--- src/rtl/bank_swap_scheduler.sv ---
// Ping-pong double buffer controller over two external single-port banks.
// Optional frame repeat of the read bank: define BANK_SWAP_REPEAT_EN.
module bank_swap_scheduler #(
  parameter int DW = 8,
  parameter int AW = 5
) (
  input  logic          clk,
  input  logic          resetn,
  input  logic          wr_valid,
  input  logic [DW-1:0] wr_data,
  output logic          wr_ready,
  input  logic          rd_en,
  output logic          rd_avail,
  output logic [DW-1:0] rd_data,
  output logic          rd_valid,
  output logic          ram1_write_en,
  output logic          ram2_write_en,
  output logic [AW-1:0] ram1_write_address,
  output logic [AW-1:0] ram2_write_address,
  output logic [AW-1:0] ram1_read_address,
  output logic [AW-1:0] ram2_read_address,
  output logic [DW-1:0] ram1_write_data,
  output logic [DW-1:0] ram2_write_data,
  output logic          ram1_read_en,
  output logic          ram2_read_en,
  input  logic [DW-1:0] ram1_read_data,
  input  logic [DW-1:0] ram2_read_data,
  output logic          wr_bank,
  output logic          swap
);

`ifdef BANK_SWAP_REPEAT_EN
  localparam bit REPEAT = 1'b1;
`else
  localparam bit REPEAT = 1'b0;
`endif

  localparam logic [AW-1:0] ONE = {{(AW-1){1'b0}}, 1'b1};

  typedef enum logic [1:0] {
    FILL0, RUN, WAIT_RD, WAIT_WR
  } state_t;

  state_t        state_q, state_d;
  logic          wr_bank_q, wr_bank_d;
  logic [AW-1:0] wr_cnt_q, wr_cnt_d;
  logic [AW-1:0] rd_cnt_q, rd_cnt_d;
  logic          swap_q, swap_d;
  logic          rd_valid_q, rd_valid_d;
  logic          rd_bank_q, rd_bank_d;

  logic wr_fire, rd_fire;
  logic wr_last, rd_last;
  logic do_swap;

  always_ff @(posedge clk) begin
    if (!resetn) begin
      state_q    <= FILL0;
      wr_bank_q  <= 1'b0;
      wr_cnt_q   <= '0;
      rd_cnt_q   <= '0;
      swap_q     <= 1'b0;
      rd_valid_q <= 1'b0;
      rd_bank_q  <= 1'b0;
    end else begin
      state_q    <= state_d;
      wr_bank_q  <= wr_bank_d;
      wr_cnt_q   <= wr_cnt_d;
      rd_cnt_q   <= rd_cnt_d;
      swap_q     <= swap_d;
      rd_valid_q <= rd_valid_d;
      rd_bank_q  <= rd_bank_d;
    end
  end

  // Handshake qualifiers are gated by reset so nothing strobes mid-reset.
  always_comb begin
    wr_ready = resetn && (state_q != WAIT_RD);
    rd_avail = resetn && ((state_q == RUN) ||
                          (state_q == WAIT_RD) ||
                          (REPEAT && state_q == WAIT_WR));
    wr_fire  = wr_valid && wr_ready;
    rd_fire  = rd_en && rd_avail;
    wr_last  = wr_fire && (&wr_cnt_q);
    rd_last  = rd_fire && (&rd_cnt_q);
  end

  always_comb begin
    state_d = state_q;
    do_swap = 1'b0;
    unique case (state_q)
      FILL0: begin
        if (wr_last) begin
          do_swap = 1'b1;
          state_d = RUN;
        end
      end
      RUN: begin
        if (wr_last && rd_last) do_swap = 1'b1;
        else if (wr_last)       state_d = WAIT_RD;
        else if (rd_last)       state_d = WAIT_WR;
      end
      WAIT_RD: begin
        if (rd_last) begin
          do_swap = 1'b1;
          state_d = RUN;
        end
      end
      WAIT_WR: begin
        if (wr_last) begin
          do_swap = 1'b1;
          state_d = RUN;
        end
      end
      default: state_d = FILL0;
    endcase
  end

  always_comb begin
    wr_cnt_d   = wr_fire ? wr_cnt_q + ONE : wr_cnt_q;
    rd_cnt_d   = rd_fire ? rd_cnt_q + ONE : rd_cnt_q;
    wr_bank_d  = wr_bank_q;
    swap_d     = do_swap;
    rd_valid_d = rd_fire;
    rd_bank_d  = rd_fire ? ~wr_bank_q : rd_bank_q;
    if (do_swap) begin
      wr_cnt_d  = '0;
      rd_cnt_d  = '0;
      wr_bank_d = ~wr_bank_q;
    end
  end

  always_comb begin
    ram1_write_en      = wr_fire && !wr_bank_q;
    ram2_write_en      = wr_fire &&  wr_bank_q;
    ram1_write_address = !wr_bank_q ? wr_cnt_q : '0;
    ram2_write_address =  wr_bank_q ? wr_cnt_q : '0;
    ram1_write_data    = ram1_write_en ? wr_data : '0;
    ram2_write_data    = ram2_write_en ? wr_data : '0;
    ram1_read_en       = rd_fire &&  wr_bank_q;
    ram2_read_en       = rd_fire && !wr_bank_q;
    ram1_read_address  =  wr_bank_q ? rd_cnt_q : '0;
    ram2_read_address  = !wr_bank_q ? rd_cnt_q : '0;
    rd_valid           = rd_valid_q;
    rd_data            = '0;
    if (rd_valid_q)
      rd_data = rd_bank_q ? ram2_read_data : ram1_read_data;
    wr_bank            = wr_bank_q;
    swap               = swap_q;
  end

endmodule

--- config.mk ---
export PLATFORM = sky130hd
export DESIGN_NAME = bank_swap_scheduler
export DESIGN_NICKNAME = d
export VERILOG_FILES = /design/src/rtl/bank_swap_scheduler.sv
export SDC_FILE = /design/constraint.sdc
export NUM_CORES = 1
export LEC_CHECK = 0
export CAP_MARGIN = 20
export CORE_MARGIN = 1
export CORE_UTILIZATION = 30
export CTS_BUF_LIST = sky130_fd_sc_hd__clkbuf_8
export CTS_CLUSTER_DIAMETER = 60
export DETAILED_ROUTE_END_ITERATION = 16
export PLACE_DENSITY = 0.69
export SLEW_MARGIN = 20
export SYNTH_ARGS = -nofsm -noshare
export SYNTH_HDL_FRONTEND = slang
export SYNTH_SLANG_ARGS = --single-unit
--- constraint.sdc ---
create_clock -name clk -period 3.55 [get_ports clk]
set_input_delay 0.355 -clock clk [delete_from_list [all_inputs] [get_ports clk]]
set_output_delay 0.355 -clock clk [all_outputs]
set_load 0.005 [all_outputs]
==> results of run 1 <==
## path summary, 6_finish.rpt
| path | endpoint | slack [ns] | cells past startpoint |
|---|---|---|---|
| worst max-delay path | ram1_write_data[5] | 0.66 | 6 |
| worst min register to register | wr_cnt_q[4] | 0.55 | 2 |
| worst max register to register | wr_cnt_q[4] | 1.55 | 6 |
| worst min-delay path | wr_cnt_q[4] | 0.55 | 2 |
## worst reg2reg max path: cells and delay by family, from the launching register on
kind	cells	cell delay, ns
compound gates	2	0.50
flops	1	0.37
fa+ha+maj	1	0.38
buf+inv	1	0.07
simple gates	2	0.56
## Yosys cell counts
cell,count,area [sq um]
a21oi_1,3,15.0
a2bb2oi_1,1,8.76
a32oi_4,1,27.5
and2_1,20,125
and2b_2,1,8.76
and3_1,10,62.6
and3b_2,2,20.0
and4b_1,1,10.0
buf_2,2,10.0
buf_4,3,22.5
buf_6,1,11.3
clkbuf_1,5,18.8
dfxtp_1,16,320
ha_1,6,75.1
inv_1,3,11.3
maj3_2,1,11.3
mux2i_1,13,130
nand2_1,4,15.0
nand4_1,3,18.8
nand4_2,1,12.5
nand4b_1,2,17.5
nor2_1,11,41.3
nor2b_1,21,131
o211ai_4,1,21.3
o21a_1,1,7.51
o21ai_0,3,15.0
o21ai_2,1,8.76
xnor2_1,2,17.5
xor2_1,4,35.0
## cell usage in the layout (no fill, tap or decap), types with 6 or more instances in the layout
master / n
mux2i_1: 13
nor2b_1: 21
nor2_1: 11
clkdlybuf4s50_1: 80
ha_1: 6
and2_1: 20
and3_1: 10
dfxtp_1: 16
## metal layers
layer  share of wire [%]  vias to the layer above
met5                   0                        -
met4                0.57                        0
met3                 9.1                        2
met2                  52                       54
met1                  38                      593
li1                    -                      623
## kinds of logic (layout without fill, tap and decap cells)
| group | Yosys count | count (layout) | synth area share (%) |
|---|---|---|---|
| AOI/OAI and AO/OA | 11 | 11 | 8.44 |
| xor gates and xnor gates | 6 | 6 | 4.27 |
| buffers and inverters | 14 | 88 | 6.00 |
| adders and majority gates | 7 | 7 | 7.02 |
| muxes | 13 | 13 | 10.6 |
| DFF | 16 | 16 | 26.0 |
| and+or+nand+nor | 76 | 76 | 37.6 |
## sequential cells by signal (all words and copies together) (netlist names)
signal     cells
rd_valid       1
wr_bank        1
rd_cnt_q       5
wr_cnt_q       5
rd_bank_q      1
state_q        2
swap           1
## per-stage QoR
stage          power [mW]  cells
6_report            0.455    265
5_1_grt             0.479    265
4_1_cts             0.460    265
3_5_place_dp        0.298    261
3_3_place_gp        0.294    261
2_1_floorplan       0.241    143
## power by group through the flow
| stage | Sequential (mW) | Combinational, mW | Clock [mW] |
|---|---|---|---|
| floorplan | 0.192 | 0.0490 | 0 |
| detailed placement | 0.196 | 0.102 | 0 |
| global placement | 0.195 | 0.0995 | 0 |
| finish | 0.191 | 0.102 | 0.161 |
| CTS | 0.191 | 0.103 | 0.166 |
| global route | 0.193 | 0.111 | 0.175 |
## final cells by class
class                           count  area [sq um]
Fill cell                         346          1710
Multi-Input combinational cell    113           836
Timing Repair Buffer               81           808
Sequential cell                    16           320
Tap cell                           48          60.1
Clock buffer                        4          55.1
Inverter                            3          11.3
==> flow_metrics.tcl, run 1 <==
set metrics [dict create \
    grt-ovfl-total 0 \
    grt_max_degree 36 \
    rows 22 \
    period_minus_slack_ns 2.89 \
    place.gp.congestion 0.790 \
    clock_sinks 16 \
    cts-root-buf "clkbuf_8" \
    first_global_vias 1183 \
    p_comb_share_pct 22.5 \
    syn-cell-area_sq_um 1230 \
    holdCritStartpoint "wr_cnt_q[4]" \
    num_vias 1272 \
    syn_to_final_growth_pct 70.0 \
    drtIter0Drc 18 \
    maxCapViolCount 0 \
    dp_hpwl_mm 2.66 \
    slew_headroom_pct 41.9 \
    ctsHoldBuffers 0 \
    drc 0 \
    crit_fanout 15 \
    use_met3_pct 4.14 \
    grt.busiest_layer "met2" \
    clock_latency_ns 0.25 \
    critPathLaunch "state_q[0]" \
    wl_per_cell_um 12.6 \
    critical-path-top-delay-family "simple AND/OR/NAND/NOR gates" \
    clkSlewWorstSetupHoldPaths_ns 0.07 \
    syn_inst 143 \
    synth_seq_cells 16 \
    pin_count 81 \
    internal_power_uw 348 \
    post-place-ws_ns 0.728 \
    fin_ws_ns 0.661 \
    drive_gt1_share_pct 5.99 \
    htreeDepth 1 \
    setup_tns_ns 0 \
    antenna_cells 0 \
    fin_nets 252 \
    cts_max_path_buffers 2 \
    cts_tree "done" \
    setup_viol 0 \
    placed_cell_area_sq_um 2040 \
    powerDensity_nw_per_um2 217 \
    final-hold-violation-count 0 \
    grt_pass1_wl_mm 5.30 \
    die_w_um 66.0 \
    fmax_mhz 346 \
    rsz0062_at_grt "false" \
    leakagePower_nw 0.831 \
    cp_slowest_stage_delay_ns 0.51 \
    hold_path_class "reg -> reg" \
    critPathCaptureType "primary output" \
    critPathRequiredTime_ns 3.19 \
    final_cell_area_sq_um 2090 \
    use_met1_pct 14.9 \
    grt_use_met2_pct 31.5 \
    synth_area_per_cell_sq_um 8.60 \
    firstDrtPassIters 4 \
    grt.total_usage_pct 15.5 \
    core_area_sq_um 3800 \
    tightestPinTransition_ns 0.871 \
    clockPowerShare_pct 35.4 \
    path_class "reg -> out" \
    fin_crit_sh_pct 81.4 \
    slowest_stage "clkdlybuf4s50_1" \
    start_util_pct 32.4 \
    power.net_switching_uw 107 \
    post_cts_buffers 0 \
    reg2reg_from "state_q[0]" \
    syn-num-nets 177 \
    final_util_pct 55.0 \
    arrival_ns 2.53 \
    worst_hold_slack_ns 0.553 \
    cts_buffers 3 \
    clock_skew_ns 0.00748 \
    status "finished clean" \
    antenna_found_initial 0 \
    share_seq_of_total_power_pct 42.1 \
    power_switching_share_pct 23.5 \
    dieArea_sq_um 4360 \
    viasPerCell 4.80 \
    ys_seq_area_share_pct 26.0 \
    ys_warn_count 0 \
    vdd_drop_max_uv 151 \
    path_cells "inv_1, ha_1, and3b_2, nor2b_1, and2_1, clkdlybuf4s50_1" \
    ys_types 29 \
    portBuffers 80 \
    wl_mm 3.34 \
    detail-route-antenna-nets 0 \
    worst_setup_path_start_kind "register" \
    postCtsResizedCells 0 \
    slew_viol_final 0 \
    fp.dieH_um 66.0 \
    crit_buf_inv 2 \
]
Note: power is estimated with default switching activity, not from simulation.
==> inputs of run 2 (changes only) <==
==> constraint.sdc (replaced) <==
create_clock -name clk -period 2.9 [get_ports clk]
set_input_delay 0.29 -clock clk [delete_from_list [all_inputs] [get_ports clk]]
set_output_delay 0.29 -clock clk [all_outputs]
set_load 0.005 [all_outputs]
==> run 2 against run 1 <==
Against the previous run: first-iteration DRC count rose by 72%; final area is essentially flat; non-clock buffer count increased by 2; global-route usage shrank 0.26 points; setup slack lost 0.41 ns; register-to-register slack got worse by 0.63 ns; combinational power rose by 24%; clock skew decreased by 0.0046 ns; via count is 0.47% lower; worst hold slack worse by 0.0018 ns; largest cell class unchanged.
==> flow_metrics.tcl, run 2 (synthesis gave the netlist of run 1 again) <==
set metrics [dict create \
    wl_mm 3.30 \
    clockPowerShare_pct 30.8 \
    grt_pass1_wl_mm 5.16 \
    clock_sinks 16 \
    fin_nets 254 \
    clkSlewWorstSetupHoldPaths_ns 0.06 \
    slew_headroom_pct 60.8 \
    leakagePower_nw 0.834 \
    use_met3_pct 5.00 \
    pin_count 81 \
    cts_max_path_buffers 2 \
    post_cts_buffers 0 \
    hold_path_class "reg -> reg" \
    cts_buffers 3 \
    reg2reg_to "rd_cnt_q[0]" \
    r2r_cells 6 \
    slew_viol_final 0 \
    arrival_ns 2.36 \
    antenna_cells 0 \
    htreeDepth 1 \
    wl_per_cell_um 12.4 \
    status "finished clean" \
    largest_registers "rd_cnt_q (5), wr_cnt_q (5), state_q (2)" \
    ctsHoldBuffers 0 \
    final_common_cell "clkdlybuf4s50_1" \
    internal_power_uw 398 \
    antenna_found_initial 0 \
    critPathCaptureType "primary output" \
    reg2reg_from "state_q[0]" \
    post-place-ws_ns 0.514 \
    power_switching_share_pct 23.5 \
    grt.total_usage_pct 15.2 \
    setup_viol 0 \
    clock_latency_ns 0.24 \
    crit_fanout 9 \
    power.net_switching_uw 122 \
    start_util_pct 32.4 \
    maxCapViolCount 0 \
    portBuffers 80 \
    vdd_drop_max_uv 176 \
    grt_max_degree 25 \
    worst_setup_path_start_kind "register" \
    rsz0062_at_grt "false" \
    grt_use_met2_pct 27.9 \
    p_comb_share_pct 24.1 \
    final_util_pct 55.1 \
    layout_common_cells "clkdlybuf4s50_1 (80), nor2b_1 (21), and2_1 (20), dfxtp_1 (16), mux2i_1 (13)" \
    drtIter0Drc 31 \
    detail-route-antenna-nets 0 \
    period_minus_slack_ns 2.65 \
    setup_tns_ns 0 \
    critPathLaunch "state_q[0]" \
    final-hold-violation-count 0 \
    drc 0 \
    syn_to_final_growth_pct 70.1 \
    drive_gt1_share_pct 6.42 \
    critPathRequiredTime_ns 2.61 \
    num_vias 1266 \
    fp.dieH_um 66.0 \
    share_seq_of_total_power_pct 45.0 \
    cts-root-buf "clkbuf_8" \
    r2r_slack_ns 0.92 \
    grt-ovfl-total 0 \
    dieArea_sq_um 4360 \
    dp_hpwl_mm 2.67 \
    viasPerCell 4.76 \
    fin_ws_ns 0.253 \
    fmax_mhz 378 \
    path_class "reg -> out" \
    tightestPinTransition_ns 0.588 \
    core_area_sq_um 3800 \
    cts_tree "done" \
    finalPower_uw 521 \
    worst_hold_slack_ns 0.551 \
    firstDrtPassIters 4 \
    use_met1_pct 16.1 \
    postCtsResizedCells 0 \
    rows 22 \
    first_global_vias 1194 \
    grt.busiest_layer "met2" \
    endpoint "ram1_write_data[2]" \
    die_w_um 66.0 \
    clock_skew_ns 0.00288 \
    place.gp.congestion 0.784 \
    powerDensity_nw_per_um2 249 \
    fin_crit_sh_pct 91.3 \
]
-- run 2: changes by cell type in the layout (fill, tap and decap cells not counted) --
| cell | before | now |
|---|---|---|
| buf_4 | 1 | 3 |
| clkbuf_8 | 4 | 3 |
-- run 2: final cells by class --
| type | instances | area [sq um] |
|---|---|---|
| fillers | 351 | 1710 |
| multi-input cells | 113 | 836 |
| clock buffers | 3 | 41.3 |
| inverters | 3 | 11.3 |
| flip-flops and latches | 16 | 320 |
| well taps | 48 | 60.1 |
| repair buffers | 83 | 823 |
-- run 2: power groups by stage --
stage / Combinational (mW) / Sequential (mW) / Clock, mW
floorplan: 0.0600 / 0.235 / 0
global placement: 0.124 / 0.239 / 0
detailed placement: 0.126 / 0.239 / 0
CTS: 0.127 / 0.235 / 0.168
global route: 0.137 / 0.235 / 0.181
finish: 0.126 / 0.234 / 0.161
-- run 2: layer usage --
metal	up-vias	part of all wire, %
met2	55	48
met3	4	10
li1	630	-
met4	0	0.94
met5	-	0
met1	577	41
-- run 2: through the flow --
step | cell area [sq um] | instances
2_1_floorplan | 1230 | 143
3_3_place_gp | 2050 | 263
3_5_place_dp | 2050 | 263
4_1_cts | 2090 | 266
5_1_grt | 2090 | 266
6_report | 2090 | 266
-- run 2: worst min path at each step --
stage                start  cells past startpoint          end  slack, ns
4_1_cts        wr_cnt_q[4]                      2  wr_cnt_q[4]       0.55
2_1_floorplan  rd_cnt_q[4]                      2  rd_cnt_q[4]       0.50
3_3_place_gp   wr_cnt_q[4]                      2  wr_cnt_q[4]       0.53
6_report       wr_cnt_q[4]                      2  wr_cnt_q[4]       0.55
5_1_grt        wr_cnt_q[4]                      2  wr_cnt_q[4]       0.58
3_5_place_dp   wr_cnt_q[4]                      2  wr_cnt_q[4]       0.54
-- run 2: critical path: stages (launching register included) --
cell,delay (ns)
dfxtp_1,0.36
inv_1,0.08
ha_1,0.29
and3b_2,0.27
nor2b_1,0.40
and2_1,0.20
clkdlybuf4s50_1,0.50
==> inputs of run 3 (changes only) <==
--- a/config.mk
+++ b/config.mk
@@ -7,11 +7,11 @@
 export LEC_CHECK = 0
 export CAP_MARGIN = 20
 export CORE_MARGIN = 1
-export CORE_UTILIZATION = 30
+export CORE_UTILIZATION = 37
 export CTS_BUF_LIST = sky130_fd_sc_hd__clkbuf_8
 export CTS_CLUSTER_DIAMETER = 60
 export DETAILED_ROUTE_END_ITERATION = 16
-export PLACE_DENSITY = 0.69
+export PLACE_DENSITY = 0.82
 export SLEW_MARGIN = 20
 export SYNTH_ARGS = -nofsm -noshare
 export SYNTH_HDL_FRONTEND = slang
==> run 3 against run 2 <==
Against the previous run: combinational power about the same; flip-flop and latch count is the same; via count increased by 0.55%; maximum frequency shrank 2.3%; worst hold slack improved by 0.011 ns; cell count fell by 1.5%; count of clock-buffer cells in the layout up 1; largest power group unchanged; critical path depth is the same; total power is 6.4% higher; clock skew about the same; routed wire length hardly changed.
==> flow_metrics.tcl, run 3 (synthesis gave the netlist of run 1 again) <==
set metrics [dict create \
    final_common_cell "clkdlybuf4s50_1" \
    start_util_pct 39.6 \
    period_minus_slack_ns 2.71 \
    detail-route-antenna-nets 0 \
    dp_cells 258 \
    internal_power_uw 426 \
    slew_viol_final 0 \
    slowest_stage "clkdlybuf4s50_1" \
    critical-path-top-delay-family "simple AND/OR/NAND/NOR gates" \
    share_seq_of_total_power_pct 42.2 \
    post-place-ws_ns 0.341 \
    cts_max_path_buffers 2 \
    placed_cell_area_sq_um 2040 \
    slew_headroom_pct 69.2 \
    critPathCaptureType "primary output" \
    clockPowerShare_pct 35.2 \
    arrival_ns 2.42 \
    vdd_drop_max_uv 164 \
    final_cell_area_sq_um 2100 \
    setup_viol 0 \
    rows 20 \
    path_cells "inv_1, ha_1, and3b_2, nor2b_2, and2_1, clkdlybuf4s50_1" \
    drtIter0Drc 22 \
    leakagePower_nw 0.836 \
    clock_skew_ns 0.00300 \
    worst_setup_path_start_kind "register" \
    grt-ovfl-total 0 \
    layout_common_cells "clkdlybuf4s50_1 (80), nor2b_1 (20), and2_1 (20), dfxtp_1 (16), mux2i_1 (13)" \
    portBuffers 80 \
    fin_nets 253 \
    htreeDepth 1 \
    final_util_pct 67.5 \
    clkSlewWorstSetupHoldPaths_ns 0.06 \
    tightestPinTransition_ns 0.461 \
    rsz0062_at_grt "false" \
    largest_registers "rd_cnt_q (5), wr_cnt_q (5), state_q (2)" \
    power.net_switching_uw 128 \
    crit_fanout 15 \
    fin_crit_sh_pct 93.5 \
    pin_count 81 \
    antenna_cells 0 \
    setup_tns_ns 0 \
    grt_pass1_wl_mm 4.96 \
    hold_path_class "reg -> reg" \
    clock_latency_ns 0.25 \
    cts_tree "done" \
    cts_buffers 3 \
    first_global_vias 1139 \
    cts-root-buf "clkbuf_8" \
    die_w_um 59.7 \
    powerDensity_nw_per_um2 264 \
    viasPerCell 4.86 \
    clock_sinks 16 \
    num_vias 1273 \
    p_comb_share_pct 22.6 \
    dieArea_sq_um 3560 \
    place.gp.congestion 0.862 \
    post_cts_buffers 0 \
    fmax_mhz 369 \
    stdcell_count 262 \
    dp_hpwl_mm 2.64 \
    critPathRequiredTime_ns 2.61 \
    wl_mm 3.30 \
    wl_per_cell_um 12.6 \
    grt_max_degree 20 \
    drive_gt1_share_pct 6.88 \
    worst_hold_slack_ns 0.562 \
    fp.dieH_um 59.7 \
    crit_buf_inv 2 \
    path_class "reg -> out" \
    final-hold-violation-count 0 \
    finalPower_uw 554 \
    syn_to_final_growth_pct 70.4 \
    core_area_sq_um 3100 \
    status "finished clean" \
    power_switching_share_pct 23.1 \
    drc 0 \
    grt.total_usage_pct 18.0 \
    cp_slowest_stage_delay_ns 0.50 \
    r2r_slack_ns 0.91 \
    antenna_found_initial 0 \
    fin_ws_ns 0.189 \
    firstDrtPassIters 3 \
    maxCapViolCount 0 \
]
==> run 3: changes by cell type in the layout (fill, tap and decap cells not counted), sizes merged <==
cell    before  now
buf          3    2
clkbuf       3    4
==> run 3: power by group through the flow <==
stage	clock (mW)	combinational (mW)	sequential [mW]
finish	0.195	0.125	0.234
global route	0.211	0.135	0.235
CTS	0.203	0.126	0.234
detailed placement	0	0.125	0.239
global placement	0	0.122	0.238
floorplan	0	0.0600	0.235
==> run 3: layer usage <==
metal	share of wire, %	GRT usage (%)
met4	1.5	6.64
met2	47	31.7
met5	0	0
met1	42	20.3
met3	9.0	5.19
==> run 3: cell type report <==
type | count | area [sq um]
fill | 272 | 1010
multi-input combinational | 113 | 838
timing repair buffer | 82 | 816
sequential | 16 | 320
clock buffer | 4 | 55.1
tap | 44 | 55.1
inverter | 3 | 11.3
==> run 3: repair_timing <==
item | 4_1_cts | 5_1_grt
hold buffers | 0 | 0
resized for setup | 0 | 1
hold endpoints to repair | 0 | 0
endpoints found under the setup margin | 0 | 9
==> run 3: tightest hold or removal path: cells and delay by family, from the launching register on <==
kind             cells  cell delay [ns]
AND/OR/NAND/NOR      1             0.05
multiplexers         1             0.13
flip-flops           1             0.34
==> run 3: path summary, 6_finish.rpt <==
check               from                 end  cells past startpoint
max           state_q[0]  ram1_write_data[7]                      6
min          wr_cnt_q[4]         wr_cnt_q[4]                      2
max reg2reg   state_q[0]         wr_cnt_q[2]                      6
min reg2reg  wr_cnt_q[4]         wr_cnt_q[4]                      2
